`config.mk`:
```
export PLATFORM = sky130hd
export DESIGN_NAME = rca_adder
export DESIGN_NICKNAME = d
export VERILOG_FILES = /design/src/rtl/rca_pkg.sv /design/src/rtl/rca_fa.sv /design/src/rtl/rca_adder.sv
export SDC_FILE = /design/constraint.sdc
export NUM_CORES = 1
export LEC_CHECK = 0
export ABC_AREA = 1
export CAP_MARGIN = 40
export CORE_UTILIZATION = 51
export CTS_BUF_LIST = sky130_fd_sc_hd__clkbuf_4 sky130_fd_sc_hd__clkbuf_8
export DETAILED_ROUTE_END_ITERATION = 10
export PLACE_DENSITY_LB_ADDON = 0.15
export SETUP_SLACK_MARGIN = 0.02
export SYNTH_ARGS = -nofsm -noshare
export SYNTH_HDL_FRONTEND = slang
export SYNTH_SLANG_ARGS = --single-unit
```
`constraint.sdc`:
```
create_clock -name clk -period 4.75 [get_ports clk]
set_clock_uncertainty 0.05 [all_clocks]
set_input_delay 0.95 -clock clk [delete_from_list [all_inputs] [get_ports clk]]
set_output_delay 0.95 -clock clk [all_outputs]
set_load 0.02 [all_outputs]
```
`src/rtl/rca_pkg.sv`:
```
// rca_pkg: shared definitions for the registered ripple-carry adder.
//   RCA_DWIDTH_DEFAULT : default operand / sum width in bits.
//   rca_op_t           : one operand set {a, b, ci} at the default width.
//   rca_golden()       : reference result {co, s} at the default width.
//                        Computed arithmetically and used only outside the
//                        datapath.
package rca_pkg;

  localparam int RCA_DWIDTH_DEFAULT = 8;

  typedef struct packed {
    logic [RCA_DWIDTH_DEFAULT-1:0] a;
    logic [RCA_DWIDTH_DEFAULT-1:0] b;
    logic                          ci;
  } rca_op_t;

  // Full-precision result: bit RCA_DWIDTH_DEFAULT is the carry-out.
  function automatic logic [RCA_DWIDTH_DEFAULT:0] rca_golden(
    input logic [RCA_DWIDTH_DEFAULT-1:0] a,
    input logic [RCA_DWIDTH_DEFAULT-1:0] b,
    input logic                          ci
  );
    logic [RCA_DWIDTH_DEFAULT:0] a_ext;
    logic [RCA_DWIDTH_DEFAULT:0] b_ext;
    logic [RCA_DWIDTH_DEFAULT:0] ci_ext;
    a_ext  = {1'b0, a};
    b_ext  = {1'b0, b};
    ci_ext = {{RCA_DWIDTH_DEFAULT{1'b0}}, ci};
    return a_ext + b_ext + ci_ext;
  endfunction

endpackage

```
`src/rtl/rca_fa.sv`:
```
// rca_fa: 1-bit combinational full adder, the cell of the ripple chain.
//   a, b : operand bits
//   ci   : carry in
//   s    : sum bit
//   co   : carry out
module rca_fa (
  input  logic a,
  input  logic b,
  input  logic ci,
  output logic s,
  output logic co
);

  logic p;

  // The propagate term is shared by the sum and the carry.
  assign p  = a ^ b;
  assign s  = p ^ ci;
  assign co = (a & b) | (ci & p);

endmodule

```
`src/rtl/rca_adder.sv`:
```
// rca_adder: registered ripple-carry adder, {co_o, s_o} = a_i + b_i + ci_i.
// Operands are registered, then run through a DWIDTH-long chain of rca_fa
// cells, and the result is registered. Latency is 2 cycles and throughput
// is 1 result per clock.
//   clk     : clock, rising edge
//   rst_n   : asynchronous active-low reset
//   a_i     : operand A (DWIDTH, unsigned)
//   b_i     : operand B (DWIDTH, unsigned)
//   ci_i    : carry in
//   valid_i : operands valid this cycle
//   s_o     : registered sum (DWIDTH)
//   co_o    : registered carry out
//   valid_o : one-cycle pulse per new result
module rca_adder
  import rca_pkg::*;
#(
  parameter int DWIDTH = RCA_DWIDTH_DEFAULT
) (
  input  logic              clk,
  input  logic              rst_n,
  input  logic [DWIDTH-1:0] a_i,
  input  logic [DWIDTH-1:0] b_i,
  input  logic              ci_i,
  input  logic              valid_i,
  output logic [DWIDTH-1:0] s_o,
  output logic              co_o,
  output logic              valid_o
);

  // Same layout as rca_op_t, but sized by DWIDTH.
  typedef struct packed {
    logic [DWIDTH-1:0] a;
    logic [DWIDTH-1:0] b;
    logic              ci;
  } op_t;

  op_t               op_q, op_d;
  logic              valid1_q, valid1_d;
  logic [DWIDTH:0]   carry;
  logic [DWIDTH-1:0] sum;
  logic [DWIDTH-1:0] s_q, s_d;
  logic              co_q, co_d;
  logic              valid_o_q, valid_o_d;

  // Stage 1: operands only load on valid_i. This keeps idle-cycle X values
  // out of the datapath.
  always_comb begin
    op_d     = op_q;
    valid1_d = valid_i;
    if (valid_i) begin
      op_d.a  = a_i;
      op_d.b  = b_i;
      op_d.ci = ci_i;
    end
  end

  // Ripple chain, LSB to MSB.
  assign carry[0] = op_q.ci;

  for (genvar gi = 0; gi < DWIDTH; gi++) begin : g_fa
    rca_fa u_fa (
      .a  (op_q.a[gi]),
      .b  (op_q.b[gi]),
      .ci (carry[gi]),
      .s  (sum[gi]),
      .co (carry[gi+1])
    );
  end

  // Stage 2: load on a valid stage-1 flag, otherwise hold the last result.
  always_comb begin
    s_d       = s_q;
    co_d      = co_q;
    valid_o_d = valid1_q;
    if (valid1_q) begin
      s_d  = sum;
      co_d = carry[DWIDTH];
    end
  end

  always_ff @(posedge clk or negedge rst_n) begin
    if (!rst_n) begin
      op_q      <= '0;
      valid1_q  <= 1'b0;
      s_q       <= '0;
      co_q      <= 1'b0;
      valid_o_q <= 1'b0;
    end else begin
      op_q      <= op_d;
      valid1_q  <= valid1_d;
      s_q       <= s_d;
      co_q      <= co_d;
      valid_o_q <= valid_o_d;
    end
  end

  assign s_o     = s_q;
  assign co_o    = co_q;
  assign valid_o = valid_o_q;

endmodule

```
# Word level (Yosys, flattened, before mapping)
# Cells that the tools add are included.
[op_classes] n_bitwise=40
[op_table] operator="$and 1x1->1" n=16
[op_table] operator="$xor 1x1->1" n=16
[op_table] operator="$or 1x1->1" n=8
[totals] elab_cells=47 output_inout_bits=10 input_bits=20 regBits=28

# Longest topological paths before layout
[depth] depth_word=17 ltp_mapped=14 mapped_depth_nobuf=14

# By module
# A second synthesis with hierarchy kept.
[hier_totals] cells_unflattened=120 hier_area_um2=1223.7
[modules_own_cells] module="rca_adder" cells_per_inst=112 n_inst=1 seq_area_each_um2=700.7 area_each_um2=1063.5
[modules_own_cells] module="rca_fa" cells_per_inst=1 n_inst=8 seq_area_each_um2=0.0 area_each_um2=20.0

# Least setup slack after synthesis
# OpenSTA, ideal clock, no wires.
[synth_timing] path_type="register -> register" start="register op_q (netlist bit carry[0])" end="register s_q[7] (netlist: s_o[7])" arrival_time_ns=3.472 path_stages_with_launch=15 period_less_slack_ns=3.587 path_buffers=0 setup_time_ns=0.065 required_time_ns=4.635 slack_ns=1.163 cell_sequence="dfrtp_1 -> inv_1 -> fa_1 -> inv_1 -> fa_1 -> fa_1 -> fa_1 -> fa_1 -> fa_1 -> fa_1 -> inv_1 -> fa_1 -> inv_1 -> nand2_1 -> nand2_1"
[synth_via] elab_chain_cells=15
[synth_rtl] item="start, declared" line="rca_adder.sv:37" rtl="op_t op_q, op_d;"
[synth_rtl] item="start signal, assigned" line="rca_adder.sv:89" rtl="op_q <= op_d;"
[synth_rtl] item="$and 1x1->1" line="rca_fa.sv:19" rtl="assign co = (a & b) | (ci & p);"
[synth_rtl] item="$or 1x1->1" line="rca_fa.sv:19"
[synth_rtl] item="$and 1x1->1" line="rca_fa.sv:19"
[synth_rtl] item="$or 1x1->1" line="rca_fa.sv:19"
[synth_rtl] item="$and 1x1->1" line="rca_fa.sv:19"
[synth_rtl] item="$or 1x1->1" line="rca_fa.sv:19"
[synth_rtl] item="$and 1x1->1" line="rca_fa.sv:19"
[synth_rtl] item="$or 1x1->1" line="rca_fa.sv:19"
[synth_rtl] item="$and 1x1->1" line="rca_fa.sv:19"
[synth_rtl] item="$or 1x1->1" line="rca_fa.sv:19"
[synth_rtl] item="$and 1x1->1" line="rca_fa.sv:19"
[synth_rtl] item="$or 1x1->1" line="rca_fa.sv:19"
[synth_rtl] item="$and 1x1->1" line="rca_fa.sv:19"
[synth_rtl] item="$or 1x1->1" line="rca_fa.sv:19"
[synth_rtl] item="$xor 1x1->1" line="rca_fa.sv:18" rtl="assign s = p ^ ci;"
[synth_rtl] item="end signal, assigned" line="rca_adder.sv:85" rtl="s_q <= '0;"
[synth_rtl] item="end signal, assigned" line="rca_adder.sv:91" rtl="s_q <= s_d;"
[synth_rtl] item="end, declared" line="rca_adder.sv:41" rtl="logic [DWIDTH-1:0] s_q, s_d;"
# No other way between the ends.
# A chain may end at the register's enable or synchronous reset.

# Final worst setup path
# Same ends and word-level chain as after synthesis.

==> flow_metrics.tcl <==
set metrics [dict create \
    hold_viol_final 0 \
    crit_required_ps 4980 \
    clk_pin_slew_ps 150 \
    status "completed" \
    first_iter_violations 12 \
    syn_inst 130 \
    syn_area_mm2 0.00126 \
    worst_slew_pin_slew_ps 810 \
    cts_max_level 1 \
    syn-num-nets 158 \
    clockRootBuffer "clkbuf_4" \
    ir_worst_vdd_v 0.000222 \
    initial_core_util_pct 55.4 \
    cts_resized 0 \
    rsz0062_at_grt "no" \
    vias 852 \
    io_pins 30 \
    cts_tree "done" \
    synth_most_common_cell "nand2_1" \
    rows 17 \
    cp-startpoint "carry[0]" \
    synth_top_area_share_pct 55.6 \
    power.density_mw_per_mm2 373 \
    post_cts_buffers 0 \
    path_max_fanout 2 \
    period_needed_ps 3710 \
    area.growth.synth_to_final_pct 27.0 \
    start_kind "flip-flop" \
    die-height_um 51.7 \
    grt.overflow.total 0 \
    synthFlopType "dfrtp_1" \
    hp-class "reg2reg" \
    synth-async-reset-ratio_pct 100 \
    grt_pass1_wl_mm 3.53 \
    synth_warnings 0 \
    hpwl_mm 1.46 \
    instances_no_fill 188 \
    numCtsBuffers 3 \
    drv_cap 0 \
    cts.path.max_buffers 2 \
    antenna_found_initial 0 \
    drt_drc_violations_left 0 \
    synth_edf_count 0 \
    worstRegToRegCells 14 \
    critPathKind "reg2reg" \
    cp.arrival_ps 3940 \
    placed_cells 184 \
    finalCritPeriodShare_pct 78.0 \
    num-nets-final 189 \
    synth_common_cells "nand2_1 (74), dfrtp_1 (28), inv_1 (10), fa_1 (8), nand2_2 (4)" \
    fmax_mhz 270 \
    grt_pass1_vias 837 \
    place.gp.congestion 0.709 \
    numPortBuffers 29 \
    synth_seq_area_share_pct 55.6 \
    leakagePower_uw 0.000836 \
    grtUsageTotal_pct 18.0 \
    max_slew_margin_pct 45.8 \
    max_stage_delay_ps 400 \
    first_pass_iters 4 \
    avgSynthCellArea_um2 9.70 \
    yosys-top-cells-area "dfrtp_1 (56%), nand2_1 (22%), fa_1 (13%), inv_1 (3.0%), nand2_2 (2.0%)" \
    stdcell_area_mm2 0.00160 \
    wl_per_cell_um 10.5 \
    cpMostUsedCell "fa_1" \
    grt_max_degree 29 \
    holdWs_ps 441 \
    crit_chain "inv_1, fa_1, inv_1, fa_1, fa_1, fa_1, fa_1, fa_1, fa_1, inv_1, fa_1, inv_1, nand2_1, nand2_1" \
    place_area_mm2 0.00155 \
    worstSkewPairLatency_ps 330 \
    final.setup.tns_ps 0 \
    slew_viol_final 0 \
    core_area_mm2 0.00228 \
    die_x_um 51.7 \
    holdPathStages 2 \
    drive_above_1_share_pct 6.88 \
    yosys.area.top_type "dfrtp_1" \
    hold_path_startpoint "carry[0]" \
    worstReg2RegStart "carry[0]" \
    cts.sinks 28 \
    drt-total-wl_mm 1.97 \
    hold_buffers 0 \
    crit_path_top_delay_cell "dfrtp_1" \
    setup-violations-final 0 \
    crit_path_end_kind "flip-flop" \
    vias_per_cell 4.53 \
    ys_ff_latch 28 \
    drt.antenna.violating_nets 0 \
    antenna_cells 0 \
    ys_types 11 \
    die_area_mm2 0.00268 \
]
[path summary, 6_finish.rpt]
| path | endpoint | slack [ps] |
|---|---|---|
| max | s_o[7] | 1040 |
| min | carry[0] | 440 |
| max reg2reg | s_o[7] | 1040 |
| min reg2reg | carry[0] | 440 |
| max in group asynchronous | op_q[4] | 3460 |
| min in group asynchronous | valid1_q | 930 |
[worst max-delay path: cells and delay by family, from the launching register on]
family / cells / cell delay, ps
adder cells (fa/ha/maj): 8 / 2850
buffers and inverters: 4 / 260
flip-flops: 1 / 400
AND/OR/NAND/NOR: 2 / 110
[state kept, by name (all words and copies together), names as in the netlist]
| signal | flops |
|---|---|
| valid_o | 1 |
| s_o | 8 |
| valid1_q | 1 |
| op_q | 16 |
| carry | 1 |
| co_o | 1 |
[where the power goes]
| group | switching [µW] | internal (µW) | leakage (µW) | total, µW |
|---|---|---|---|---|
| logic | 74.8 | 74.3 | 0.000467 | 149 |
| registers | 21.7 | 271 | 0.000341 | 292 |
| clock network | 69.7 | 85.3 | 0.0000279 | 155 |
| total | 166 | 430 | 0.000836 | 597 |
[area by class of cell]
type | count | area (µm²)
Sequential cell | 28 | 701
Multi-Input combinational cell | 86 | 463
Clock buffer | 3 | 22.5
Timing Repair Buffer | 30 | 298
Inverter | 12 | 52.6
Fill cell | 180 | 674
Clock inverter | 1 | 30.0
Tap cell | 28 | 35.0
[per-layer routing]
layer  routed length (µm)  share of wire, %  GRT usage [%]  vias to the layer above
li1                     -                 -              -                      437
met1                  941                48           24.4                      389
met2                  916                46           29.7                       24
met3                  106               5.4           3.51                        2
met4                    8              0.41           5.41                        0
met5                    0                 0              0                        -
[metrics by stage]
stage,worst slack (ps),power [µW],utilization (%)
3_5_place_dp,1040,449,68.1
2_1_floorplan,1160,377,-
6_report,1040,597,70.4
4_1_cts,1020,605,70.4
3_3_place_gp,1080,443,68.1
5_1_grt,842,632,70.4
[cells in the final DEF, fill, tap and decap left out, drive strengths merged]
master         Yosys  routed
dfrtp             28      28
buf                3       1
inv               12      12
clkdlybuf4s50      0      29
nand2             78      78
bufinv             0       1
clkbuf             1       3
fa                 8       8
[cells by family (layout without fill, tap and decap cells)]
logic type	after synthesis	after routing	share of synthesized area [%]
buffers and inverters	16	46	7.74
adders and majority gates	8	8	12.7
and+or+nand+nor	78	78	24.0
DFF	28	28	55.6
Note: power is estimated with default switching activity, not from simulation.
==> variant 1 (same settings) <==
Register the output `s_o` once more; this adds one clock of latency there. The other outputs are not delayed to match. Comments in the files are not updated.
--- a/src/rtl/rca_adder.sv
+++ b/src/rtl/rca_adder.sv
@@ -94,7 +94,9 @@
     end
   end
 
-  assign s_o     = s_q;
+  always_ff @(posedge clk) begin
+    s_o <= s_q;
+  end
   assign co_o    = co_q;
   assign valid_o = valid_o_q;
 
Behaviour: not the same (Yosys sat finds a counterexample within 4 cycles, from zero or initial values and one cycle with rst_n low).
==> variant 1 against the original RTL <==
Cell area up 11%. Sequential cell count rose by 8. Area after synthesis is 13% higher. Sequential share of layout area up 4.6 points. Power grew 18%. Synthesized cell count is 6.2% higher. Core utilization shrank 0.41 points. Cell count increased by 7.4%. Worst setup slack worse by 41 ps. Global-route usage grew 0.51 points. Wire length rose by 11%. Fmax down 1.1%. Critical path type unchanged. Critical endpoint is now s_q[7]. Largest cell class unchanged. Highest routed layer unchanged.
==> variant 1: results (changes against the original RTL) <==
Syn nets - 166 (was 158)
Dpl ws - 1019 ps (was 1038 ps)
Synth cell count leaders - 74 x nand2_1, 28 x dfrtp_1, 10 x inv_1, 8 x dfxtp_1, 8 x fa_1 (was 74 x nand2_1, 28 x dfrtp_1, 10 x inv_1, 8 x fa_1, 4 x nand2_2)
Routed WL per cell - 10.88 um (was 10.49 um)
Status - finished clean (unchanged)
Clock transition at path regs - 110 ps (was 150 ps)
Type of the worst min-delay path - reg -> reg (unchanged)
All-Layer GR Usage - 18.55% (was 18.05%)
DRT iter0 DRCs - 5 (was 12)
Seq/Total Area, Yosys - 60.56% (was 55.56%)
Filler cells - 216 (was 180)
Fin nets - 199 (was 189)
WP data arrival - 3990 ps (was 3940 ps)
Root Driver - clkbuf_4 (unchanged)
Vias in the first global route - 876 (was 837)
Via count - 943 (was 852)
Top post-synthesis cells by area - dfrtp_1 49%, nand2_1 20%, dfxtp_1 11% (was dfrtp_1 56%, nand2_1 22%, fa_1 13%)
# resized after CTS - 0 (unchanged)
Ys async rst share - 77.78% (was 100.0%)
CTS HTree Levels - 2 (was 1)
Worst slew pin tran - 754.4 ps (was 809.8 ps)
Yosys top cell area share - 49.30% (was 55.56%)
Dpl hpwl - 1687 um (was 1455 um)
Pleak - 0.0009157 uW (was 0.0008357 uW)
P_sw - 200.1 uW (was 166.2 uW)
Placer Congestion - 0.7543 (was 0.7090)
CTS Buf Count - 5 (was 3)
Biggest regs - op_q x16, s_o x8, s_q x8
Post-synthesis cell type count - 12 (was 11)
Share of cells above drive strength 1 - 8.721% (was 6.875%)
variant 1: worst max-delay path, delay by kind of cell, from the launching register on:
| kind | cells | cell delay [ps] |
|---|---|---|
| adders and majority gates | 8 | 2880 |
| buffers and inverters | 4 | 260 |
| and+or+nand+nor | 2 | 110 |
| DFF | 1 | 400 |
variant 1: cell families after synthesis:
logic type / Yosys count / share of synthesized area [%]
buffers and inverters: 16 / 6.865
flip-flops: 36 / 60.56
AND/OR/NAND/NOR: 78 / 21.30
adder cells (fa/ha/maj): 8 / 11.27
variant 1: final timing paths:
path                         start       end  slack (ps)  cells past startpoint
setup reg to reg           op_q[1]    s_q[7]        1000                     14
min in group asynchronous    rst_n   valid_o         940                      1
max in group asynchronous    rst_n  op_q[14]        3180                      2
hold / removal              s_q[3]    s_o[3]         330                      0
hold reg to reg             s_q[3]    s_o[3]         330                      0
setup / recovery           op_q[1]    s_q[7]        1000                     14
variant 1: per-layer routing:
| layer | track usage, % | wire, um |
|---|---|---|
| met5 | 0 | 0 |
| met4 | 12.82 | 40 |
| met3 | 5.833 | 97 |
| met2 | 30.12 | 1139 |
| met1 | 20.48 | 921 |
variant 1: area by class of cell:
class                   instances  area share (%)
repair buffers                 30           17.15
clock inverters                 2          0.5622
clock buffers                   6           2.881
inverters                      12           2.952
multi-input cells              86           26.00
well taps                      30           2.108
flip-flops and latches         36           48.35
variant 1: metrics by stage:
| step | hold WS, ps | cell area, um^2 | cells |
|---|---|---|---|
| floorplan | 297.5 | 1421 | 138 |
| global placement | 303.9 | 1704 | 193 |
| detailed placement | 303.0 | 1719 | 194 |
| global route | 347.7 | 1780 | 202 |
| CTS | 327.2 | 1780 | 202 |
| finish | 325.6 | 1780 | 202 |
variant 1: power by group through the flow:
stage	registers [uW]	clock network, uW	logic [uW]
after floorplan	409	0	58.8
after detailed placement	389	0	154
after global routing	389	187	172
final	381	169	152
after global placement	387	0	149
after CTS	382	173	155
==> variant 2 (same settings) <==
Made on the original files. `RCA_DWIDTH_DEFAULT`: 8 -> 6.
--- a/src/rtl/rca_pkg.sv
+++ b/src/rtl/rca_pkg.sv
@@ -6,7 +6,7 @@
 //                        datapath.
 package rca_pkg;
 
-  localparam int RCA_DWIDTH_DEFAULT = 8;
+  localparam int RCA_DWIDTH_DEFAULT = 6;
 
   typedef struct packed {
     logic [RCA_DWIDTH_DEFAULT-1:0] a;
Interface: changed (resized a_i, b_i and s_o); port bits go from 30 to 24. The function was not compared with the original's and may differ.
==> variant 2 against the original RTL <==
Wire length fell by 25%. Via count fell by 22%. Worst setup slack better by 740 ps. Power is 26% lower. Synthesized cell count down 21%. Sequential share of layout area rose by 0.16 points. Cell area down 22%. Sequential cell count decreased by 6. Area after synthesis fell by 24%. Critical path depth shrank 2. Largest power group unchanged.
==> variant 2: results (changes against the original RTL) <==
Status - finished clean (unchanged)
Worst reg2reg path startpoint - carry[0] (unchanged)
Inverter count - 12 (unchanged)
Reg2Reg Depth - 12 (was 14)
Max FFs per register - 12 (was 16)
Multi-In Gates - 66 (was 86)
Clock buffers - 4 (was 3)
Fraction of area in multi-input gates - 27.54% (was 28.91%)
Share of cells above drive strength 1 - 4.688% (was 6.875%)
CTS HTree Levels - 1 (unchanged)
WP data arrival - 3160 ps (was 3940 ps)
Via count - 667 (was 852)
CTS Buf Count - 3 (unchanged)
Setup violators final - 0 (unchanged)
Multi-input gate area - 345.3 um^2 (was 462.9 um^2)
First-pass GRT wire length - 2573 um (was 3532 um)
DRT iter0 DRCs - 6 (was 12)
Placed cell areas - 1217 um^2 (was 1549 um^2)
Synthesized cell area - 964.7 um^2 (was 1261 um^2)
PortBufs - 23 (was 29)
Post-CTS setup buffer count - 0 (unchanged)
Ys async rst share - 100.0% (unchanged)
Synth cell count leaders - 60 x nand2_1, 22 x dfrtp_1, 11 x inv_1, 6 x fa_1 (was 74 x nand2_1, 28 x dfrtp_1, 10 x inv_1, 8 x fa_1, 4 x nand2_2)
Seq/Total Area, Yosys - 57.07% (was 55.56%)
Fin nets - 151 (was 189)
Clock transition at path regs - 110 ps (was 150 ps)
Placer Congestion - 0.7558 (was 0.7090)
Syn nets - 125 (was 158)
Dpl hpwl - 1141 um (was 1455 um)
# diodes - 0 (unchanged)
HP Start - carry[0] (unchanged)
Top post-synthesis cells by area - dfrtp_1 57%, nand2_1 23%, fa_1 12% (was dfrtp_1 56%, nand2_1 22%, fa_1 13%)
Nonclk buf count - 24 (was 30)
P_sw - 124.9 uW (was 166.2 uW)
Clock buf/inv share - 2.894% (was 3.281%)
Vias in the first global route - 629 (was 837)
Hold EP - carry[0] (unchanged)
Most used DFF post-synth - dfrtp_1 (unchanged)
Worst slew pin tran - 502.7 ps (was 809.8 ps)
Max VDD drop - 0.2070 mV (was 0.2220 mV)
Post-synthesis cell type count - 8 (was 11)
Non-clock buffer contribution to total cell area - 19.56% (was 18.59%)
FF/Latch Area - 550.5 um^2 (was 700.7 um^2)
Pleak - 0.0006637 uW (was 0.0008357 uW)
Fin Hold WS - 434.7 ps (was 441.0 ps)
CTS Sinks - 22 (was 28)
Worst R2R End - s_o[5] (was s_o[7])
Worst skew pair latency - 300 ps (was 330 ps)
Routed WL per cell - 9.614 um (was 10.49 um)
Pin count of the biggest net entering global routing - 16 (was 29)
DRT Pass-1 Iters - 4 (unchanged)
All-Layer GR Usage - 18.34% (was 18.05%)
Reg-to-reg slack, setup - 1790 ps (was 1040 ps)
Filler cells - 153 (was 180)
## variant 2: cell count changes after synthesis, sizes merged
cell,delta
clkbuf,-1
dfrtp,-6
fa,-2
nand2,-18
## variant 2: routing by layer
| layer | vias up | track usage, % | wire (um) |
|---|---|---|---|
| met4 | 0 | 10.91 | 12 |
| met2 | 18 | 33.43 | 794 |
| met1 | 301 | 19.95 | 608 |
| met5 | - | 0 | 0 |
| li1 | 346 | - | - |
| met3 | 2 | 2.381 | 55 |
## variant 2: metrics by stage
| step | setup slack, ps | instances |
|---|---|---|
| global route | 1633 | 153 |
| detailed placement | 1824 | 149 |
| finish | 1785 | 153 |
| global placement | 1862 | 148 |
| floorplan | 1925 | 103 |
| CTS | 1791 | 153 |
## variant 2: power by group through the flow
stage / clock [uW] / sequential [uW] / combinational, uW
2_1_floorplan: 0 / 248 / 42.9
3_3_place_gp: 0 / 231 / 111
3_5_place_dp: 0 / 233 / 115
4_1_cts: 102 / 229 / 116
5_1_grt: 109 / 232 / 130
6_report: 98.2 / 229 / 114
## variant 2: worst max-delay path, cell delays in order (launching register included)
cell and delay, ps:
dfrtp_1 390, inv_1 80, fa_1 170, inv_1 50, fa_1 370, fa_1 390
fa_1 390, fa_1 370, inv_1 80, fa_1 400, inv_1 60, nand2_1 40
nand2_1 70
## variant 2: worst max path at each step
stage,startpoint,endpoint,slack [ps]
final,carry[0],s_o[5],1790
after global routing,carry[0],s_o[5],1630
after CTS,carry[0],s_o[5],1790
after detailed placement,carry[0],s_o[5],1820
after global placement,carry[0],s_o[5],1860
after floorplan,carry[0],s_o[5],1920
## variant 2: cell families after synthesis
group	Yosys count	share of synthesized area (%)
buffers and inverters	15	7.133
DFF	22	57.07
and+or+nand+nor	60	23.35
adders and majority gates	6	12.45
